--- src/rtl/seq_alu.sv ---
// seq_alu: multi-cycle ALU with a start/busy/done handshake.
// add/sub/nop/illegal and divide-by-zero finish one edge after accept.
// mul (shift-add) and div/mod (restoring) finish WIDTH edges after accept.
// Optional output result_hi (upper product half / secondary quotient or
// remainder) is built only when SEQ_ALU_HI_EN is defined.
//
// state  | meaning
// S_IDLE | waiting for start; done pulses here for one cycle
// S_RUN  | operation in progress, cnt_q counts down the iterations left
module seq_alu #(
    parameter int  WIDTH = 4,
    localparam int CNT_W = $clog2(WIDTH) + 1
) (
    input  logic             clk,
    input  logic             rst_n,
    input  logic             start,
    input  logic [3:0]       command,
    input  logic [WIDTH-1:0] inputA,
    input  logic [WIDTH-1:0] inputB,
    output logic             busy,
    output logic             done,
    output logic [WIDTH-1:0] result,
`ifdef SEQ_ALU_HI_EN
    output logic [WIDTH-1:0] result_hi,
`endif
    output logic             error
);

    localparam logic [3:0] OP_NOP = 4'd0;
    localparam logic [3:0] OP_ADD = 4'd1;
    localparam logic [3:0] OP_SUB = 4'd2;
    localparam logic [3:0] OP_MUL = 4'd3;
    localparam logic [3:0] OP_DIV = 4'd4;
    localparam logic [3:0] OP_MOD = 4'd5;

    typedef enum logic {S_IDLE = 1'b0, S_RUN = 1'b1} state_t;

    state_t             state_q, state_d;
    logic [CNT_W-1:0]   cnt_q, cnt_d;
    logic [3:0]         op_q, op_d;
    // a_q: multiplicand, or dividend shifting into the quotient
    // b_q: multiplier shifting into the product low half, or divisor
    // acc_q: product high half, or partial remainder
    logic [WIDTH-1:0]   a_q, a_d, b_q, b_d, acc_q, acc_d;
    logic [WIDTH-1:0]   result_q, result_d;
    logic               error_q, error_d, done_q, done_d;
`ifdef SEQ_ALU_HI_EN
    logic [WIDTH-1:0]   hi_q, hi_d;
`endif

    logic               accept, finish, iter_start, b_zero;
    logic [WIDTH-1:0]   bop;
    logic [WIDTH:0]     as_full;
    logic               as_err;
    logic [WIDTH:0]     mul_sum;
    logic [WIDTH-1:0]   mul_lo, mul_hi;
    logic [WIDTH:0]     div_part;
    logic               div_ge;
    logic [WIDTH-1:0]   div_diff, div_rem, div_quo;
    logic [WIDTH-1:0]   fin_res, fin_hi;
    logic               fin_err;

    assign accept     = (state_q == S_IDLE) && start;
    assign finish     = (state_q == S_RUN) && (cnt_q == '0);
    assign b_zero     = (b_q == '0);
    assign iter_start = (command == OP_MUL) ||
                        (((command == OP_DIV) || (command == OP_MOD)) && (inputB != '0));

    // add/sub with signed overflow taken from the carries around the MSB
    always_comb begin
        bop     = (op_q == OP_SUB) ? ~b_q : b_q;
        as_full = {1'b0, a_q} + {1'b0, bop} + (WIDTH+1)'(op_q == OP_SUB);
        as_err  = (a_q[WIDTH-1] ^ bop[WIDTH-1] ^ as_full[WIDTH-1]) ^ as_full[WIDTH];
    end

    // one shift-add step: add multiplicand if multiplier LSB set, shift right
    always_comb begin
        mul_sum = {1'b0, acc_q} + (b_q[0] ? {1'b0, a_q} : {(WIDTH+1){1'b0}});
        mul_hi  = mul_sum[WIDTH:1];
        mul_lo  = {mul_sum[0], b_q[WIDTH-1:1]};
    end

    // one restoring-division step: shift in next dividend bit, trial subtract
    always_comb begin
        div_part = {acc_q, a_q[WIDTH-1]};
        div_ge   = (div_part >= {1'b0, b_q});
        div_diff = div_part[WIDTH-1:0] - b_q;
        div_rem  = div_ge ? div_diff : div_part[WIDTH-1:0];
        div_quo  = {a_q[WIDTH-2:0], div_ge};
    end

    // result/error/hi values to publish on the finishing edge
    always_comb begin
        fin_res = '0;
        fin_err = 1'b0;
        fin_hi  = '0;
        case (op_q)
            OP_NOP: ;
            OP_ADD, OP_SUB: begin
                fin_res = as_full[WIDTH-1:0];
                fin_err = as_err;
            end
            OP_MUL: begin
                fin_res = mul_lo;
                fin_hi  = mul_hi;
                fin_err = |mul_hi;
            end
            OP_DIV, OP_MOD: begin
                if (b_zero) begin
                    fin_res = '1;
                    fin_err = 1'b1;
                end else begin
                    fin_res = (op_q == OP_DIV) ? div_quo : div_rem;
                    fin_hi  = (op_q == OP_DIV) ? div_rem : div_quo;
                end
            end
            default: fin_err = 1'b1;
        endcase
    end

    // state register
    always_ff @(posedge clk or negedge rst_n) begin
        if (!rst_n) state_q <= S_IDLE;
        else        state_q <= state_d;
    end

    // next-state logic
    always_comb begin
        state_d = state_q;
        case (state_q)
            S_IDLE:  if (start) state_d = S_RUN;
            S_RUN:   if (cnt_q == '0) state_d = S_IDLE;
            default: state_d = S_IDLE;
        endcase
    end

    // outputs
    always_comb begin
        busy = (state_q == S_RUN);
    end

    assign done   = done_q;
    assign result = result_q;
    assign error  = error_q;
`ifdef SEQ_ALU_HI_EN
    assign result_hi = hi_q;
`endif

    // datapath next values: latch on accept, iterate while running
    always_comb begin
        a_d      = a_q;
        b_d      = b_q;
        acc_d    = acc_q;
        op_d     = op_q;
        cnt_d    = cnt_q;
        result_d = result_q;
        error_d  = error_q;
        done_d   = 1'b0;
`ifdef SEQ_ALU_HI_EN
        hi_d     = hi_q;
`endif
        if (accept) begin
            a_d   = inputA;
            b_d   = inputB;
            acc_d = '0;
            op_d  = command;
            cnt_d = iter_start ? CNT_W'(WIDTH - 1) : '0;
        end else if (state_q == S_RUN) begin
            if (op_q == OP_MUL) begin
                acc_d = mul_hi;
                b_d   = mul_lo;
            end else if (((op_q == OP_DIV) || (op_q == OP_MOD)) && !b_zero) begin
                acc_d = div_rem;
                a_d   = div_quo;
            end
            if (finish) begin
                done_d   = 1'b1;
                result_d = fin_res;
                error_d  = fin_err;
`ifdef SEQ_ALU_HI_EN
                hi_d     = fin_hi;
`endif
            end else begin
                cnt_d = cnt_q - 1'b1;
            end
        end
    end

`ifndef SEQ_ALU_HI_EN
    logic unused_hi;
    assign unused_hi = ^fin_hi;
`endif

    // datapath registers
    always_ff @(posedge clk or negedge rst_n) begin
        if (!rst_n) begin
            a_q      <= '0;
            b_q      <= '0;
            acc_q    <= '0;
            op_q     <= '0;
            cnt_q    <= '0;
            result_q <= '0;
            error_q  <= 1'b0;
            done_q   <= 1'b0;
`ifdef SEQ_ALU_HI_EN
            hi_q     <= '0;
`endif
        end else begin
            a_q      <= a_d;
            b_q      <= b_d;
            acc_q    <= acc_d;
            op_q     <= op_d;
            cnt_q    <= cnt_d;
            result_q <= result_d;
            error_q  <= error_d;
            done_q   <= done_d;
`ifdef SEQ_ALU_HI_EN
            hi_q     <= hi_d;
`endif
        end
    end

endmodule

--- config.mk ---
export PLATFORM = sky130hd
export DESIGN_NAME = seq_alu
export DESIGN_NICKNAME = d
export VERILOG_FILES = /design/src/rtl/seq_alu.sv
export SDC_FILE = /design/constraint.sdc
export NUM_CORES = 1
export LEC_CHECK = 0
export BUFFER_PORTS_ARGS = -buffer_cell sky130_fd_sc_hd__buf_2
export CAP_MARGIN = 20
export CORE_ASPECT_RATIO = 1.1
export CORE_MARGIN = 3
export CORE_UTILIZATION = 35
export DETAILED_ROUTE_END_ITERATION = 8
export PLACE_DENSITY_LB_ADDON = 0.15
export SLEW_MARGIN = 20
export SYNTH_ARGS = -nofsm -noshare
export SYNTH_HDL_FRONTEND = slang
export SYNTH_SLANG_ARGS = --single-unit
--- constraint.sdc ---
create_clock -name clk -period 5.7 [get_ports clk]
set_input_delay 0 -clock clk [delete_from_list [all_inputs] [get_ports clk]]
set_output_delay 0 -clock clk [all_outputs]
set_load 0.01 [all_outputs]
**Word-level counts from Yosys, hierarchy flattened**

Cells that the tools add are included.

- Logic and storage cells: 84
- Bits in registers: 26
- Bits of input ports: 15
- Output and inout bits: 7

- Multiplexer cells: 29
- Reduce and logical (&&, ||, !) cells: 24
- Add/sub/neg operators: 5
- Magnitude comparators: 1
- Bitwise gates (word level): 6
- Eq/ne operators: 10

Operators by type and width:

| operator | number |
|---|---|
| $mux 4 | 16 |
| $eq 4x3->1 const B | 4 |
| $eq 4x2->1 const B | 3 |
| $pmux 4 s3 | 1 |
| $add 4x4->5 | 2 |
| $mux 3 | 3 |
| $logic_not 4->1 | 2 |
| $mux 1 | 6 |
| $reduce_and 2->1 | 3 |
| $reduce_and 3->1 | 2 |
| $reduce_bool 2->1 | 3 |
| $add 5x1->5 | 1 |
| $ge 5x4->1 | 1 |
| $eq 4x1->1 const B | 1 |
| $logic_and 1x1->1 | 4 |
| $ne 2x2->1 const B | 2 |
| $not 4->4 | 1 |
| $pmux 1 s4 | 1 |
| $reduce_bool 4->1 | 1 |
| $reduce_or 2->1 | 2 |
| $reduce_or 4->1 | 1 |
| $sub 4x4->4 | 1 |
| $logic_not 3->1 | 1 |
| $logic_or 1x1->1 | 3 |
| 7 further kinds | 10 |

**Longest topological paths before layout**

- Word-level depth: 7
- Depth in mapped cells: 9
- Depth with buffers taken out: 8

**Least setup slack after synthesis**

OpenSTA, ideal clock, no wires.

- Path type: reg2reg
- Start: register op_q[2]
- End: register result_q[2] (netlist: result[2])
- Required time: 5577 ps
- Path slack: 3378 ps
- Stages on the path, launching flop included: 9
- Period minus slack after synthesis: 2322 ps
- Data arrival time: 2200 ps
- Setup time: 123 ps
- Path buffers: 0
- Path through: dfrtp_1 > nor4b_4 > xnor2_1 > fa_1 > xor2_1 > a22oi_1 > nand2_1 > a211o_1 > o221a_2

- Cells in the longest elaborated chain, start to end: 5
- Elaborated cells on any way between the ends: 13
- Classes of those cells: add/sub: 2; eq/ne: 5; mux: 4; reduce/logical: 2

RTL lines:

| element | RTL line | text |
|---|---|---|
| from (decl) | 40 | `logic [3:0] op_q, op_d;` |
| from (signal assigned) | 212 | `op_q <= op_d;` |
| $eq 4x2->1 | 71, 72, 97 |  |
| $mux 4 | 71 | `bop = (op_q == OP_SUB) ? ~b_q : b_q;` |
| $add 4x4->5 | 72 | `as_full = {1'b0, a_q} + {1'b0, bop} + (WIDTH+1)'(op_q == OP_SUB);` |
| $add 5x1->5 | 72 |  |
| $pmux 4 s3 (*) | 97 | `case (op_q)` |
| to (signal assigned) | 214 | `result_q <= result_d;` |
| to (decl) | 45 | `logic [WIDTH-1:0] result_q, result_d;` |

Every way passes the cells marked *; elsewhere a longest branch is shown, timed or not.
A chain may end at the register's enable or synchronous reset.

**Worst setup path after layout**

- Start: register op_q[0]
- End: register result_q[2] (netlist: result[2])

The elaborated chain is that of the path after synthesis.

==> results by group <==
Status
  • Status: complete, no violations

Detailed routing
  • Vias per cell: 5.35
  • Routed via count: ~1,700
  • Overall routed net length: between 4000 and 5000 µm
  • 1st-iter DRT viols: roughly 120
  • Residual DRC: 0
  • ANT nets after route: 0
  • Top sig layer: met4
  • First-pass iteration count of the detailed router: 4
  • DR WL met3: between 100 and 150 µm
  • Wire per inst: ~16 µm
  • Wire length on met1: about 2500 µm
  • Met2 wire length: between 2000 and 2500 µm

Timing
  • Final Hold Fails: 0
  • Max Freq: about 380 MHz
  • RSZ-0062 raised after global routing: no
  • Final min period: around 2600 ps
  • Final Max Tran Viols: 0
  • Slew @ Worst Pin: slightly below 900 ps
  • Setup TNS: 0 ps
  • Clock skew: 6.91 ps
  • Tcrit/Tclk final: 45.7%
  • Slew HR: 40.7%
  • Final setup fails: 0

Critical path
  • Critical path's largest stage delay: around 550 ps
  • CP Class: reg -> reg
  • Crit-path cells: nor4b_4 > xnor2_1 > fa_1 > xor2_1 > a22oi_1 > nand2_1 > a211o_1 > o221a_2
  • Worst Path Arrival: between 2000 and 3000 ps
  • Worst setup SP type: flop
  • WP data required: around 5900 ps
  • Worst path bufs/invs: 0
  • Endpoint type of the worst setup path: flop
  • R2R depth: 8
  • Worst-path maximum fanout: 12
  • Slowest CP cell: dfrtp_1
  • WP depth: 8
  • CP delay by family, top: compound AO/OA/AOI/OAI gates

Yosys
  • Area leader, netlist: dfrtp_1
  • Post-synthesis compound-gate area fraction: between 20% and 30%
  • Count of different cell masters after synthesis: 46
  • Xor-xnor portion of the synthesized cell area: 4.60%
  • Post-Syn Nets: ~250
  • Largest family of logic cells by synthesized area: compound AO/OA/AOI/OAI gates
  • Largest cells by area after synthesis: dfrtp_1, ha_1, nand2_1, o21ai_0, fa_1
  • Synth Area in Simple Gates: about a fifth
  • Mux cell area share after synthesis: under 10%
  • Sequential share of the synthesized area: between 30 and 40%
  • Register bit count reported by yosys: 26
  • Mean post-synth cell area: between 8 and 9 µm²
  • Number of flops mapped to enable cells by yosys: 0
  • Synthesized cell area: between 1500 and 2000 µm²
  • Top_reg_cell synth: dfrtp_1
  • Asr flop ratio synth: 100%
  • Yosys top cell area share: about a third
  • Synth Instances: 214
  • Ys Warns: 0
  • Adder-cell share of the synthesized area: approximately 14%

Finish
  • Layout fillers: ~530
  • Register area: between 600 and 700 µm²
  • ANT cells: 0
  • Area Growth Syn to Fin: 18.3%
  • Most frequent cells in the layout: nand2_1, dfrtp_1, buf_2
  • Non-Filler Instances: between 300 and 400
  • Multi-input logic area: 1180 µm²
  • Cell area after layout: between 2000 and 2500 µm²
  • Nets: roughly 280
  • Most common cell after layout, fill and taps aside: nand2_1
  • Share of layout cells above drive strength 1: 13.1%

Placement
  • Cell Area, Placed: roughly 2100 µm²
  • Placed insts: between 300 and 400
  • GPL Wtd Cong: around 0.77
  • Number of I/O port buffers: 21
  • DP HPWL: roughly 3800 µm

Clock network
  • Worst-skew pair later-pin latency: 280 ps
  • Clock root cell: clkbuf_8
  • Clk buf depth: 2
  • Clock slew at reported path FFs: ~100 ps
  • Num CTS Buffers: 3
  • CTS tree: built
  • Post CTS Setup Buffer Count: 0
  • CTS sink cnt: 26
  • Hold-fix buffers, CTS: 11
  • H-tree depth: 1
  • Cts repair resizes: 0

Global routing
  • Initial antenna violation count: 0
  • Pin count of the biggest net entering global routing: 27
  • First-pass GRT wire length: roughly 8300 µm
  • Vias in the first global route: 1,656
  • GRT overflow: 0
  • Tot GR Track Use: approximately 16%

Power and ir drop
  • PwrDens: 595 nW/µm²
  • Peak VDD IR: around 0.00023 V
  • LEAKAGE: around 1.1 nW

Floorplanning
  • Rows: 27
  • Initial core utilization: a little under two fifths
  • Die area: 6360 µm²
  • DIE HEIGHT: 83.3 µm
  • Core area: 5130 µm²
  • I/O Pins: 22
  • DIE WIDTH: roughly 76 µm

Job
  • Max Cap Viol: 0

Min path
  • HP Class: in -> reg
  • Hold depth: 3
==> final cells by class <==
cell class                 count  share of cell area, %
inverter                      12                   2.00
tap                           72                   4.00
clock buffer                   3                   1.83
multi-input combinational    170                   52.4
clock inverter                 1                   1.33
sequential                    26                   28.9
timing repair buffer          32                   9.56
==> routing by layer <==
layer | vias up | track usage, %
met5 | - | 0
met4 | 0 | 5.11
met3 | 9 | 1.63
met2 | 44 | 25.3
met1 | 797 | 23.1
li1 | 840 | -
==> logic make-up (layout without fill, tap and decap cells) <==
group	after synthesis	after routing
buffers and inverters	18	48
muxes	4	4
and+or+nand+nor	75	75
DFF	26	26
xor gates and xnor gates	10	10
adders and majority gates	19	19
AOI/OAI and AO/OA	62	62
==> path summary, 6_finish.rpt <==
path | startpoint | end | slack [ps]
setup / recovery | op_q[0]$_DFFE_PN0P_ | result[2]$_DFFE_PN0P_ | 3100
hold / removal | inputA[3] | a_q[3]$_DFFE_PN0P_ | 40
setup reg to reg | op_q[0]$_DFFE_PN0P_ | result[2]$_DFFE_PN0P_ | 3100
hold reg to reg | result[1]$_DFFE_PN0P_ | result[1]$_DFFE_PN0P_ | 500
max in group asynchronous | rst_n | a_q[0]$_DFFE_PN0P_ | 5040
min in group asynchronous | rst_n | acc_q[3]$_DFFE_PN0P_ | 250
==> worst reg2reg max path: stages, from the launching register on <==
cell and delay (ps):
dfrtp_1 550, nor4b_4 470, xnor2_1 170, fa_1 440
xor2_1 180, a22oi_1 160, nand2_1 90, a211o_1 230
o221a_2 220
==> metrics by stage <==
| step | total power, mW | setup WS (ps) | hold slack, ps | utilization [%] |
|---|---|---|---|---|
| after floorplan | 0.966 | 3380 | -296 | - |
| final | 1.34 | 3100 | 40.8 | 43.9 |
| after global routing | 1.47 | 2950 | 49.5 | 43.9 |
| after global placement | 1.18 | 3150 | 59.9 | 40.3 |
| after CTS | 1.34 | 3120 | 38.4 | 43.9 |
| after detailed placement | 1.17 | 3140 | 63.1 | 40.3 |
==> state kept, by name (all words and copies together) (netlist names) <==
name / cells
acc_q: 4
op_q: 4
error: 1
busy: 1
cnt_q: 3
a_q: 4
result: 4
done: 1
b_q: 4
==> synthesized netlist by cell type (all sizes together), types with 2 or more instances <==
library cell	count
buf	2
fa	3
nor4	3
a211oi	2
dfrtp	26
and2	3
nor4b	2
clkbuf	4
or3	2
nor2b	2
o21ai	16
and3	2
o22ai	4
nand2b	3
nand2	32
nor2	13
a32oi	5
ha	16
o221a	2
a21oi	10
xor2	4
a21o	4
nor3	5
a211o	2
a31oi	4
inv	12
a22oi	4
nand3	6
xnor2	6
mux2	3
==> report_power, final <==
part / internal, mW / switching (mW)
logic: 0.354 / 0.457
registers: 0.257 / 0.115
clock network: 0.0941 / 0.0626
Note: power is estimated with default switching activity, not from simulation.
